--- src/rtl/rat_io_periph_if.sv ---
// Port bus between the RAT MCU and its I/O peripheral: write strobe/data/address out, read data back.
interface rat_io_periph_if;
    logic [7:0] OUT_PORT;
    logic [7:0] PORT_ID;
    logic       IO_STRB;
    logic [7:0] IN_PORT;

    modport master (output OUT_PORT, output PORT_ID, output IO_STRB, input IN_PORT);
    modport slave  (input OUT_PORT, input PORT_ID, input IO_STRB, output IN_PORT);
endinterface

--- src/rtl/rat_io_periph.sv ---
// RAT MCU I/O peripheral: addressed output registers, read mux, debounced button,
// 16-bit reload timer and a pulse-stretched interrupt request with write-1-to-clear pending bits.
module rat_io_periph #(
    parameter int DB_CYCLES  = 50000,
    parameter int INTR_PULSE = 4
) (
    input  logic                CLK,
    input  logic                RESET,
    rat_io_periph_if.slave      bus,
    input  logic [7:0]          SWITCHES,
    input  logic                BTN_INT,
    output logic                INTR,
    output logic [7:0]          LEDS,
    output logic [7:0]          SSEG_VAL
);
    localparam int DBW = (DB_CYCLES > 1) ? $clog2(DB_CYCLES) : 1;
    localparam int PW  = (INTR_PULSE > 0) ? $clog2(INTR_PULSE + 1) : 1;
    localparam logic [DBW-1:0] DB_LAST = DBW'(DB_CYCLES - 1);
    localparam logic [PW-1:0]  P_LAST  = PW'(INTR_PULSE - 1);

    typedef enum logic [1:0] {IDLE, PULSE, WAIT_ACK} state_t;

    logic           sync1_reg, btn_s_reg, btn_db_reg;
    logic [DBW-1:0] db_cnt_reg;
    logic [7:0]     leds_reg, sseg_reg;
    logic [15:0]    tmr_reload_reg, tmr_cnt_reg;
    logic           tmr_en_reg;
    logic [1:0]     pend_reg, pend_next, pend_set, pend_clr;
    state_t         state_reg, state_next;
    logic [PW-1:0]  pcnt_reg, pcnt_next;
    logic           intr_reg;

    logic wr_a2, ack, db_done, tmr_run, tmr_evt;

    assign wr_a2   = bus.IO_STRB && (bus.PORT_ID == 8'hA2);
    assign ack     = bus.IO_STRB && (bus.PORT_ID == 8'hA3);
    assign db_done = (btn_s_reg != btn_db_reg) && (db_cnt_reg == DB_LAST);
    assign tmr_run = tmr_en_reg && (tmr_reload_reg != 16'd0);
    assign tmr_evt = tmr_run && (tmr_cnt_reg == 16'd0);

    assign pend_set = {tmr_evt, db_done & btn_s_reg};
    assign pend_clr = ack ? bus.OUT_PORT[1:0] : 2'b00;

    // A set event in the same cycle as its acknowledge wins, so no event is lost.
    genvar gi;
    generate
        for (gi = 0; gi < 2; gi++) begin : g_pend
            assign pend_next[gi] = pend_set[gi] | (pend_reg[gi] & ~pend_clr[gi]);
        end
    endgenerate

    always_ff @(posedge CLK) begin
        if (RESET) begin
            sync1_reg      <= 1'b0;
            btn_s_reg      <= 1'b0;
            btn_db_reg     <= 1'b0;
            db_cnt_reg     <= '0;
            leds_reg       <= 8'h00;
            sseg_reg       <= 8'h00;
            tmr_reload_reg <= 16'h0000;
            tmr_cnt_reg    <= 16'h0000;
            tmr_en_reg     <= 1'b0;
            pend_reg       <= 2'b00;
            state_reg      <= IDLE;
            pcnt_reg       <= '0;
            intr_reg       <= 1'b0;
        end else begin
            sync1_reg <= BTN_INT;
            btn_s_reg <= sync1_reg;

            if (btn_s_reg != btn_db_reg) begin
                if (db_cnt_reg == DB_LAST) begin
                    btn_db_reg <= btn_s_reg;
                    db_cnt_reg <= '0;
                end else begin
                    db_cnt_reg <= db_cnt_reg + DBW'(1);
                end
            end else begin
                db_cnt_reg <= '0;
            end

            if (bus.IO_STRB) begin
                case (bus.PORT_ID)
                    8'h40:   leds_reg              <= bus.OUT_PORT;
                    8'h81:   sseg_reg              <= bus.OUT_PORT;
                    8'hA0:   tmr_reload_reg[7:0]   <= bus.OUT_PORT;
                    8'hA1:   tmr_reload_reg[15:8]  <= bus.OUT_PORT;
                    8'hA2:   tmr_en_reg            <= bus.OUT_PORT[0];
                    default: ;
                endcase
            end

            // Reload value is sampled only at load/reload, so mid-count writes wait for the next period.
            if (tmr_run) begin
                tmr_cnt_reg <= tmr_evt ? tmr_reload_reg : tmr_cnt_reg - 16'd1;
            end else if (wr_a2 && bus.OUT_PORT[0] && !tmr_en_reg) begin
                tmr_cnt_reg <= tmr_reload_reg;
            end

            pend_reg  <= pend_next;
            state_reg <= state_next;
            pcnt_reg  <= pcnt_next;
            intr_reg  <= (state_next == PULSE);
        end
    end

    always_comb begin
        state_next = state_reg;
        pcnt_next  = pcnt_reg;
        case (state_reg)
            IDLE: begin
                if (pend_reg != 2'b00) begin
                    state_next = PULSE;
                    pcnt_next  = P_LAST;
                end
            end
            PULSE: begin
                if (pcnt_reg == '0) state_next = WAIT_ACK;
                else                pcnt_next  = pcnt_reg - PW'(1);
            end
            WAIT_ACK: begin
                // Any acknowledge that leaves a source pending re-requests service.
                if (pend_next == 2'b00) begin
                    state_next = IDLE;
                end else if (ack) begin
                    state_next = PULSE;
                    pcnt_next  = P_LAST;
                end
            end
            default: state_next = IDLE;
        endcase
    end

    always_comb begin
        bus.IN_PORT = 8'h00;
        case (bus.PORT_ID)
            8'h20:   bus.IN_PORT = SWITCHES;
            8'hFF:   bus.IN_PORT = {7'b0, btn_db_reg};
            8'h30:   bus.IN_PORT = {6'b0, pend_reg};
            8'h40:   bus.IN_PORT = leds_reg;
            8'h81:   bus.IN_PORT = sseg_reg;
            8'hA2:   bus.IN_PORT = {7'b0, tmr_en_reg};
            default: bus.IN_PORT = 8'h00;
        endcase
    end

    assign INTR     = intr_reg;
    assign LEDS     = leds_reg;
    assign SSEG_VAL = sseg_reg;
endmodule

--- src/flat_wrapper.sv ---
// flat-port wrapper written by rule: the top's interface ports become plain ports
module rat_io_periph_flat 
#(
    parameter int DB_CYCLES  = 50000,
    parameter int INTR_PULSE = 4
)
  (CLK, RESET, SWITCHES, BTN_INT, INTR, LEDS, SSEG_VAL, bus_OUT_PORT, bus_PORT_ID, bus_IO_STRB, bus_IN_PORT);
  rat_io_periph_if bus_i ();
  input  logic CLK;
  input  logic RESET;
  input  logic [7:0] SWITCHES;
  input  logic BTN_INT;
  output logic INTR;
  output logic [7:0] LEDS;
  output logic [7:0] SSEG_VAL;
  input wire logic [$bits(bus_i.OUT_PORT)-1:0] bus_OUT_PORT;
  input wire logic [$bits(bus_i.PORT_ID)-1:0] bus_PORT_ID;
  input wire logic [$bits(bus_i.IO_STRB)-1:0] bus_IO_STRB;
  output wire logic [$bits(bus_i.IN_PORT)-1:0] bus_IN_PORT;
  assign bus_i.OUT_PORT = bus_OUT_PORT;
  assign bus_i.PORT_ID = bus_PORT_ID;
  assign bus_i.IO_STRB = bus_IO_STRB;
  assign bus_IN_PORT = bus_i.IN_PORT;
  rat_io_periph #(.DB_CYCLES(DB_CYCLES), .INTR_PULSE(INTR_PULSE)) u_core (.CLK(CLK), .RESET(RESET), .bus(bus_i), .SWITCHES(SWITCHES), .BTN_INT(BTN_INT), .INTR(INTR), .LEDS(LEDS), .SSEG_VAL(SSEG_VAL));
endmodule
--- config.mk ---
export PLATFORM = sky130hd
export DESIGN_NAME = rat_io_periph_flat
export DESIGN_NICKNAME = d
export VERILOG_FILES = /design/src/rtl/rat_io_periph_if.sv /design/src/rtl/rat_io_periph.sv /design/src/flat_wrapper.sv
export SDC_FILE = /design/constraint.sdc
export NUM_CORES = 1
export LEC_CHECK = 0
export ABC_AREA = 1
export CAP_MARGIN = 10
export CORE_MARGIN = 2
export CORE_UTILIZATION = 55
export DETAILED_ROUTE_END_ITERATION = 16
export PLACE_DENSITY = 0.8
export RECOVER_POWER = 25
export SYNTH_ARGS = -nofsm -noshare
export SYNTH_HDL_FRONTEND = slang
export SYNTH_SLANG_ARGS = --single-unit
--- constraint.sdc ---
create_clock -name CLK -period 4.8 [get_ports CLK]
set_input_delay 1.2 -clock CLK [delete_from_list [all_inputs] [get_ports CLK]]
set_output_delay 1.2 -clock CLK [all_outputs]
set_load 0.05 [all_outputs]
# After elaboration in Yosys (flattened, before gate mapping)
# Index checks and enable logic that the tools add are counted.
word_totals:
  ramBits: 0
  elab_cells: 82
  mem_count: 0
  inputBits: 28
  regBits: 76
  latch_bits: 0
  mem_bits_ro: 0
op_classes:
  n_addsub: 3
  mul: 0
  n_eq_ne: 18
  n_mux: 15
  shifts: 0
  div: 0
  order_cmp: 0
  n_reduce_logical: 24
  n_bitwise: 8
op_table:
  columns: ["cell", "count"]
  rows:
  - ["$eq A8 B8 Y1 const B", 6]
  - ["$mux W16", 3]
  - ["$pmux W8 S6", 1]
  - ["$add A16 B1 Y16 const B", 1]
  - ["$eq A16 B16 Y1 const B", 1]
  - ["$eq A8 B6 Y1 const B", 2]
  - ["$logic_not A16 Y1", 1]
  - ["$reduce_bool A16 Y1", 1]
  - ["$sub A16 B1 Y16 const B", 1]
  - ["$mux W3", 4]
  - ["$reduce_and A2 Y1", 6]
  - ["$mux W2", 5]
  - ["$pmux W3 S3", 1]
  - ["$eq A8 B7 Y1 const B", 1]
  - ["$logic_and A1 B1 Y1", 7]
  - ["$pmux W2 S3", 1]
  - ["$reduce_and A5 Y1", 1]
  - ["$eq A2 B1 Y1 const B", 2]
  - ["$logic_not A2 Y1", 2]
  - ["$ne A2 B1 Y1 const B", 2]
  - ["$ne A2 B2 Y1 const B", 2]
  - ["$reduce_bool A2 Y1", 2]
  - ["$and A1 B1 Y1", 3]
  - ["$logic_not A3 Y1", 1]
  - ["other kinds (8)", 11]

# Longest topological paths before layout
# Gate-level depths: netlist (run 1).
depth:
  word_depth: 10
  depth_mapped: 13
  ltp_nobuf: 13

# Worst setup path after synthesis (run 1)
# OpenSTA, ideal clock, no wires.
synth_path:
  path_type: "input-to-output"
  startpoint: "input bus_PORT_ID[2]"
  endpoint: "output bus_IN_PORT[1]"
  path_buffers: 0
  stages: 7
  slack_ns: 1.069
  t_arrival_ns: 2.531
  path_cell_list: "inv_1 > nand2_1 > inv_1 > nand3_1 > inv_1 > nand2_1 > o2111ai_1"
synth_between:
  elab_chain_cells: 2
  word_cells_on_any_way: 7
  cone_classes: "eq/ne: 6; mux: 1"
synth_rtl:
  columns: ["element", "line_no", "text"]
  rows:
  - ["start, declared", "flat_wrapper.sv:17", "input wire logic [$bits(bus_i.PORT_ID)-1:0] bus_PORT_ID;"]
  - ["$eq A8 B8 Y1 (tied with other cells)", "rat_io_periph.sv:136", "case (bus.PORT_ID)"]
  - ["$pmux W8 S6 *", "rat_io_periph.sv:136", null]
  - ["end, declared", "flat_wrapper.sv:19", "output wire logic [$bits(bus_i.IN_PORT)-1:0] bus_IN_PORT;"]
# Every way passes the cells marked *; elsewhere a longest branch is shown, timed or not.

# Worst setup path after layout (run 1)
# Same ends and word-level chain as after synthesis.

==> impl.org, run 1 <==
** Global routing
- Vias in the first global route :: 3,524
- Entering global routing, the biggest net connects 42 pins.
- The total overflow left after global routing is 0.
- The initial antenna violation count is 0.
- Global routing used 25.5% of the available tracks across all layers.
- Wire length of the first global-routing pass :: 15.6 mm

** CTS
- Buffer depth of the longest clock path :: 2
- Clock latency on the worst-skew pair, taken at its later pin, is 0.34 ns.
- In this run, post-CTS repair resized a total of 0 instances.
- Num CTS Buffers :: 9
- CTS sink count :: 76
- Number of hold buffers added after CTS :: 0
- Clock-pin slew was measured on the worst setup and hold paths at 0.08 ns.
- CTS root buf :: sky130_fd_sc_hd__clkbuf_8
- TritonCTS clock tree :: built
- The clock tree synthesis step divided the H-tree into 3 levels.
- Post-CTS timing repair inserted 0 buffers for setup.

** Pwr
- In this run the power density over the cells is 260 nW/um2.
- For this design the total switching power over the nets is 277 uW.
- Across the VDD grid, the largest voltage drop is 229 uV.
- The internal power of the cells totals 951 uW.
- Combinational cells account for 4.9% of the total power.
- Power after layout :: 1230 uW
- Leak :: 0.00199 uW
- Net switching is 22.6% of the power.
- The clock network burns 43.6% of the power.
- The share of total power dissipated in sequential elements is 51.5%.

** Drt
- Vias per inst :: 5.23
- Total Routed Length :: 9.35 mm
- The first detailed-routing pass ran for 5 iterations.
- After the first detailed-routing iteration, the DRC count stood at 275.
- Once detail routing completed, the nets flagged for antenna violations numbered 0.
- Dividing the detail-routed wire length by the instance count gives 13.2 um.
- Final routed DRC violation total :: 0
- Vias after detailed routing :: 3,710

** Die
- Core footprint :: 6790 um2
- Die span in y :: 87.8 um
- Row generation in the floorplan step produced 30 rows.
- Die area :: 7710 um2
- Top Ports :: 53
- Starting Density :: 56.9%
- In this run the horizontal extent of the chip is 87.8 um.

** STA
- The final-report hold violation count was 0.
- For the final database, setup skew stands at 0.00692 ns.
- Tmin final :: 4.30 ns
- Setup TNS after final layout :: 0 ns
- Unrepaired setup endpoints after global routing :: false
- Count of final setup violators :: 0
- The max-slew violation total from the final report came to 42.
- The worst path uses 89.5% of the clock period.
- Maximum operating frequency :: 233 MHz
- Max_slew headroom :: -0.484%
- For the pin with the worst max-slew slack, the measured transition is 1.51 ns.

** Worst setup path
- Data on the critical path arrives at its endpoint at 3.10 ns.
- In this run the worst path has a maximum fanout of 10.
- Worst Path Class, Setup :: input pin to primary output
- STA classifies the critical path startpoint as an input pin.
- For the worst setup path, the data required time is 3.60 ns.
- Crit end category :: primary output

** Cells and area
- Final-stage net count :: 642
- Area taken by multi-input logic gates :: 1950 um2
- In the final layout, the share of cells above drive strength 1 is 7.00%.
- Sequential Area :: 1520 um2
- Area added between synthesis and finish :: 22.0%
- Count of fill cells added during filler insertion :: 565
- The repair_antennas step left the layout with diodes totalling 0.

** Job
- Number of max-cap violations :: 1

** Yosys
- Share of synthesized area occupied by flip-flops and latches :: 39.4%
- A synthesized cell averages 6.91 um2.
- The most common cell in the synthesized netlist is sky130_fd_sc_hd__nand2_1.
- The synthesized netlist contains 35 unique library cells.
- Leading post-synthesis cells by cell area :: sky130_fd_sc_hd__dfxtp_1, sky130_fd_sc_hd__nand2_1, sky130_fd_sc_hd__nor2_1
- In this run, synthesis produced a sequential element count of 76.
- The cell area that synthesis handed to floorplanning was 3860 um2.
- Post-Synthesis Cells :: 559
- In this run, synthesis inferred 0 flip-flops with an integrated enable.
- Biggest area consumer among synthesized cells :: sky130_fd_sc_hd__dfxtp_1
- Most common flop cell mapped by yosys :: sky130_fd_sc_hd__dfxtp_1
- For this run, the number of Yosys warnings is 0.
- Counting every net in the synthesized netlist gives 592.
- The commonest cells after synthesis are sky130_fd_sc_hd__nand2_1, sky130_fd_sc_hd__nor2_1, sky130_fd_sc_hd__inv_1.
- Fraction of registers with async set/reset :: 0%
- The top cell type by area accounts for 39.4% of the synthesized area.

** Placed design
- HPWL after detailed placement :: 6.72 mm
- IO Port Bufs :: 52
- Weighted congestion reported at the end of routability-driven placement :: 0.896

** Outcome
- The flow ran to the end, but the final reports show violations.
- Violated checks :: max-capacitance violations, max-slew violations

** Worst hold path
- Class of the tightest hold or removal check :: flop to flop
-- cell type report --
type / count / share of cell area [%]
multi-input combinational: 387 / 41.2
sequential: 76 / 32.3
timing repair buffer: 53 / 12.8
inverter: 82 / 6.55
clock buffer: 10 / 2.71
tap: 96 / 2.55
clock inverter: 6 / 1.88
-- metal layers --
metal  global-route usage (%)  up-vias  part of all wire [%]
met5                        0        -                     0
met3                     7.73       15                   5.5
met4                     6.85        0                   1.4
met2                     43.7       94                    48
met1                     31.2     1697                    45
li1                         -     1904                     -
-- metrics by stage --
stage / area (um2) / std cells / hold WS [ns] / setup slack (ns) / utilization (%)
floorplan: 3860 / 559 / 0.388 / 1.07 / -
global placement: 4520 / 694 / 0.402 / 0.669 / 66.5
detailed placement: 4520 / 694 / 0.402 / 0.532 / 66.5
CTS: 4730 / 710 / 0.416 / 0.520 / 69.7
global route: 4720 / 710 / 0.439 / 0.392 / 69.4
finish: 4720 / 710 / 0.413 / 0.503 / 69.4
-- cells by family (layout without fill, tap and decap cells) --
group | count (synthesis) | in the layout | share of synthesized area, %
and+or+nand+nor | 250 | 250 | 28.6
AOI/OAI and AO/OA | 114 | 114 | 16.3
buffers and inverters | 96 | 151 | 10.0
DFF | 76 | 76 | 39.4
xor gates and xnor gates | 18 | 18 | 4.08
adders and majority gates | 5 | 5 | 1.62
-- final timing paths --
| kind | startpoint | endpoint | slack (ns) | cells past startpoint |
|---|---|---|---|---|
| worst min-delay path | u_core.sync1_reg$_SDFF_PP0_ | u_core.btn_s_reg$_SDFF_PP0_ | 0.41 | 2 |
| worst max-delay path | bus_PORT_ID[2] | bus_IN_PORT[1] | 0.50 | 9 |
| worst max register to register | u_core.tmr_reload_reg[7]$_SDFFE_PP0P_ | u_core.tmr_cnt_reg[10]$_SDFFE_PP0P_ | 2.61 | 9 |
| worst min register to register | u_core.sync1_reg$_SDFF_PP0_ | u_core.btn_s_reg$_SDFF_PP0_ | 0.41 | 2 |
-- cells in the final DEF (no fill, tap or decap), types with 8 or more instances in the layout --
cell type                         netlist  layout
sky130_fd_sc_hd__nor2_1                84      84
sky130_fd_sc_hd__dfxtp_1               76      76
sky130_fd_sc_hd__xor2_1                16      16
sky130_fd_sc_hd__dlygate4sd3_1          0      11
sky130_fd_sc_hd__nor3_1                11      11
sky130_fd_sc_hd__nand3_1               38      38
sky130_fd_sc_hd__nand2_1               88      89
sky130_fd_sc_hd__clkbuf_8               0       9
sky130_fd_sc_hd__clkdlybuf4s50_1        0      33
sky130_fd_sc_hd__o211ai_1              16      16
sky130_fd_sc_hd__a21oi_1               47      47
sky130_fd_sc_hd__nand4_1                9       9
sky130_fd_sc_hd__o21ai_0               40      42
sky130_fd_sc_hd__buf_12                 0       8
sky130_fd_sc_hd__inv_1                 78      78
-- power groups by stage --
stage | logic [uW] | clock network, uW | registers, uW
final | 59.8 | 535 | 633
after global routing | 64.7 | 568 | 633
after CTS | 59.9 | 543 | 633
after detailed placement | 59.5 | 0 | 647
after global placement | 58.5 | 0 | 647
after floorplan | 22.9 | 0 | 648
-- critical path, cell delays in order --
cell and delay (ns):
sky130_fd_sc_hd__clkdlybuf4s50_1 0.43, sky130_fd_sc_hd__inv_1 0.07, sky130_fd_sc_hd__nand2_1 0.10, sky130_fd_sc_hd__inv_1 0.09
sky130_fd_sc_hd__nand3_1 0.13, sky130_fd_sc_hd__nor3_2 0.52, sky130_fd_sc_hd__nand3_1 0.17, sky130_fd_sc_hd__o2111ai_1 0.20
sky130_fd_sc_hd__buf_12 0.18
Power figures use the tool's default switching activity.
==> inputs of run 2 (changes only) <==
--- a/config.mk
+++ b/config.mk
@@ -7,9 +7,10 @@
 export LEC_CHECK = 0
 export ABC_AREA = 1
 export CAP_MARGIN = 10
-export CORE_MARGIN = 2
+export CORE_MARGIN = 8
 export CORE_UTILIZATION = 55
 export DETAILED_ROUTE_END_ITERATION = 16
+export MAX_ROUTING_LAYER = met4
 export PLACE_DENSITY = 0.8
 export RECOVER_POWER = 25
 export SYNTH_ARGS = -nofsm -noshare
==> run 2 against run 1 <==
Effect of this change:
- the flow still finishes with violations (max-capacitance violations, max-slew violations)
- cell area about the same
- setup slack gained 0.086 ns
- count of clock-buffer cells in the layout unchanged
- non-clock buffer count grew 2
- critical endpoint unchanged
- highest routed layer unchanged
==> impl.org, run 2 (same netlist as run 1, synthesis figures left out) <==
** Outcome
- Result of the run :: finished, violations left
- Violated checks :: max-capacitance violations, max-slew violations

** Die
- Die span in y :: 99.8 um (+14%)
- The overall die area came to 9970 um2 (+29%).
- Starting Density :: 56.9% (unchanged)
- Placement row count :: 30 (unchanged)
- The placeable core region came to 6790 um2 (unchanged).
- Floorplan die width :: 99.8 um (+14%)
- The count of boundary I/O pins was 53 (unchanged).

** Global routing
- Wire length of the first global-routing pass :: 16.4 mm (+4.5%)
- The met3 track demand over resource in global routing came to 3.32% (-4.4 points).
- The via count of the first global-routing pass came to 3,530 (+0.17%).
- The maximum number of pins on one net before global-route repair came to 42 (unchanged).
- The global-route usage over all layers is 20.6% (-5.0 points).
- GRT overflow :: 0 (unchanged)
- The initial antenna violation count came to 0 (unchanged).
- The global routing stage identified its most utilized layer as met2.
- M1 GR Usage :: 25.2% (-5.9 points)
- The met2 capacity usage during global routing came to 33.5% (-10 points).

** CTS
- The later-pin clock latency in the skew report was 0.34 ns (about the same).
- TritonCTS clock tree :: built
- The deepest clock path buffer count was 2 (unchanged).
- Register clock-pin slew on the reported worst setup and hold paths :: 0.08 ns (about the same)
- The tree is rooted in a sky130_fd_sc_hd__clkbuf_8.
- Number of cells upsized or downsized after cts :: 0 (unchanged)
- The total of hold buffers inserted after clock tree synthesis came to 0 (unchanged).
- CTS sink count :: 76 (unchanged)
- The total CTS buffers was 9 (unchanged).
- The count of buffers added by post-CTS timing repair for setup was 0 (unchanged).
- Total number of H-tree levels :: 3 (unchanged)

** Placed design
- HPWL after detailed placement :: 7.06 mm (+5.2%)
- IO Port Bufs :: 52 (unchanged)
- Weighted congestion reported at the end of routability-driven placement :: 0.886 (-1.2%)

** Drt
- Violation count after the first detailed-route iteration :: 185 (-33%)
- The final routed wire length divided by cell count came to 13.3 um (+1.3%).
- Final routed DRC violation total :: 0 (unchanged)
- The detailed-routing iteration count for the pre-antenna-repair pass came to 4 (-1).
- The post-detailed-routing wire length is 9.49 mm (+1.6%).
- The count of nets left with antenna violations after detail routing was 0 (unchanged).
- The average vias per placed instance came to 5.16 (-1.3%).
- The vias after detailed routing is 3,671 (-1.1%).

** Worst setup path
- Crit end category :: primary output
- Arrival time at the worst endpoint :: 3.01 ns (-0.09 ns)
- The signal on the critical path passes through clkdlybuf4s50_1 > inv_1 > nand2_1 > inv_1 > nand3_1 > nor3_2 > nand3_1 > o2111ai_1 > buf_12.
- The number of cells on the worst reg-to-reg path was 8 (-1).
- Worst Path Class, Setup :: input pin to primary output
- Critical-path cell with the highest stage delay :: sky130_fd_sc_hd__nor3_2
- CP peak stage delay :: 0.48 ns (-0.04 ns)
- STA classifies the critical path startpoint as an input pin.
- Register-to-register path setup slack :: 2.72 ns (+0.11 ns)
- Crit-path max FO :: 10 (unchanged)
- The required arrival time at the worst endpoint was 3.60 ns (about the same).

** STA
- Slew Viols, Final :: 42 (unchanged)
- The slew at the pin closest to its max-slew limit is 1.51 ns (+0.00282 ns).
- The sum of negative setup slack came to 0 ns (unchanged).
- The timing-limited maximum frequency is 237 MHz (+2.0%).
- The count of endpoints failing setup in the final report is 0 (unchanged).
- Setup repair after global routing left no endpoint under its margin.
- Final setup skew :: 0.00797 ns (+0.00105 ns)
- Final Cycle Share :: 87.7% (-1.8 points)
- Max_slew headroom :: -0.673% (-0.19 points)
- The post-route minimum period is 4.21 ns (-0.0859 ns).
- Final number of hold-violating endpoints :: 0 (unchanged)

** Cells and area
- Count of fill cells added during filler insertion :: 574 (+1.6%)
- Top library cells by usage in the layout, fill and taps aside :: sky130_fd_sc_hd__nand2_1, sky130_fd_sc_hd__nor2_1, sky130_fd_sc_hd__inv_1
- The area added between synthesis and finish was 22.1% (about the same).
- The count of nets after finishing came to 644 (+0.31%).
- Fraction of final layout cells with drive strength greater than 1 :: 7.47% (+0.46 points)
- The diode insertion count for antenna repair was 0 (unchanged).
- Leaving out fill and tap cells, the most frequent cell in the layout is sky130_fd_sc_hd__nand2_1.

** Worst hold path
- Count of cells along the worst hold path :: 2 (unchanged)
- Class of the tightest hold or removal check :: flop to flop

** Pwr
- The largest voltage drop on the vdd net is 163 uV (-29%).
- Leak :: 0.00195 uW (-2.0%)
- The ratio of total power to cell area was 251 nW/um2 (-3.6%).
- Power after layout :: 1180 uW (-3.6%)

** Job
- The number of max-cap violations was 1 (unchanged).
-- run 2: critical path: cells and delay by family --
family                 cells  cell delay [ns]
AND/OR/NAND/NOR            4             0.85
buffers and inverters      4             0.75
AO/OA/AOI/OAI              1             0.20
-- run 2: path summary, 6_finish.rpt --
path                                   start                          endpoint
max                           bus_PORT_ID[2]                    bus_IN_PORT[1]
min              u_core.sync1_reg$_SDFF_PP0_       u_core.btn_s_reg$_SDFF_PP0_
max reg2reg  u_core.db_cnt_reg[0]$_SDFF_PP0_  u_core.db_cnt_reg[10]$_SDFF_PP0_
min reg2reg      u_core.sync1_reg$_SDFF_PP0_       u_core.btn_s_reg$_SDFF_PP0_
-- run 2: per-stage QoR --
step,setup slack [ns],util [%],hold slack [ns],cell area (um2),std cells
CTS,0.571,69.5,0.412,4720,711
global placement,0.668,66.6,0.405,4520,695
global route,0.405,69.5,0.417,4720,712
floorplan,1.07,-,0.388,3860,559
finish,0.589,69.5,0.407,4720,712
detailed placement,0.560,66.6,0.399,4520,695
-- run 2: power by group --
group	internal, uW	switching, uW	total [uW]	leakage [uW]
combinational	26.8	33.0	59.8	0.00124
sequential	631	1.05	633	0.000612
clock	253	238	492	0.0000983
-- run 2: final cells by class --
cell class	count	area, um2	share of cell area, %
Clock buffer	10	138	2.92
Clock inverter	6	63.8	1.35
Inverter	82	309	6.55
Multi-Input combinational cell	387	1960	41.5
Sequential cell	76	1520	32.2
Tap cell	96	120	2.54
Timing Repair Buffer	55	612	13.0
-- run 2: metal layers --
layer / share of wire, % / vias to the layer above / routed length, um
met5: 0 / - / 0
met4: 1.1 / 0 / 107
met3: 3.6 / 11 / 340
met2: 49 / 64 / 4630
met1: 47 / 1680 / 4420
li1: - / 1916 / -
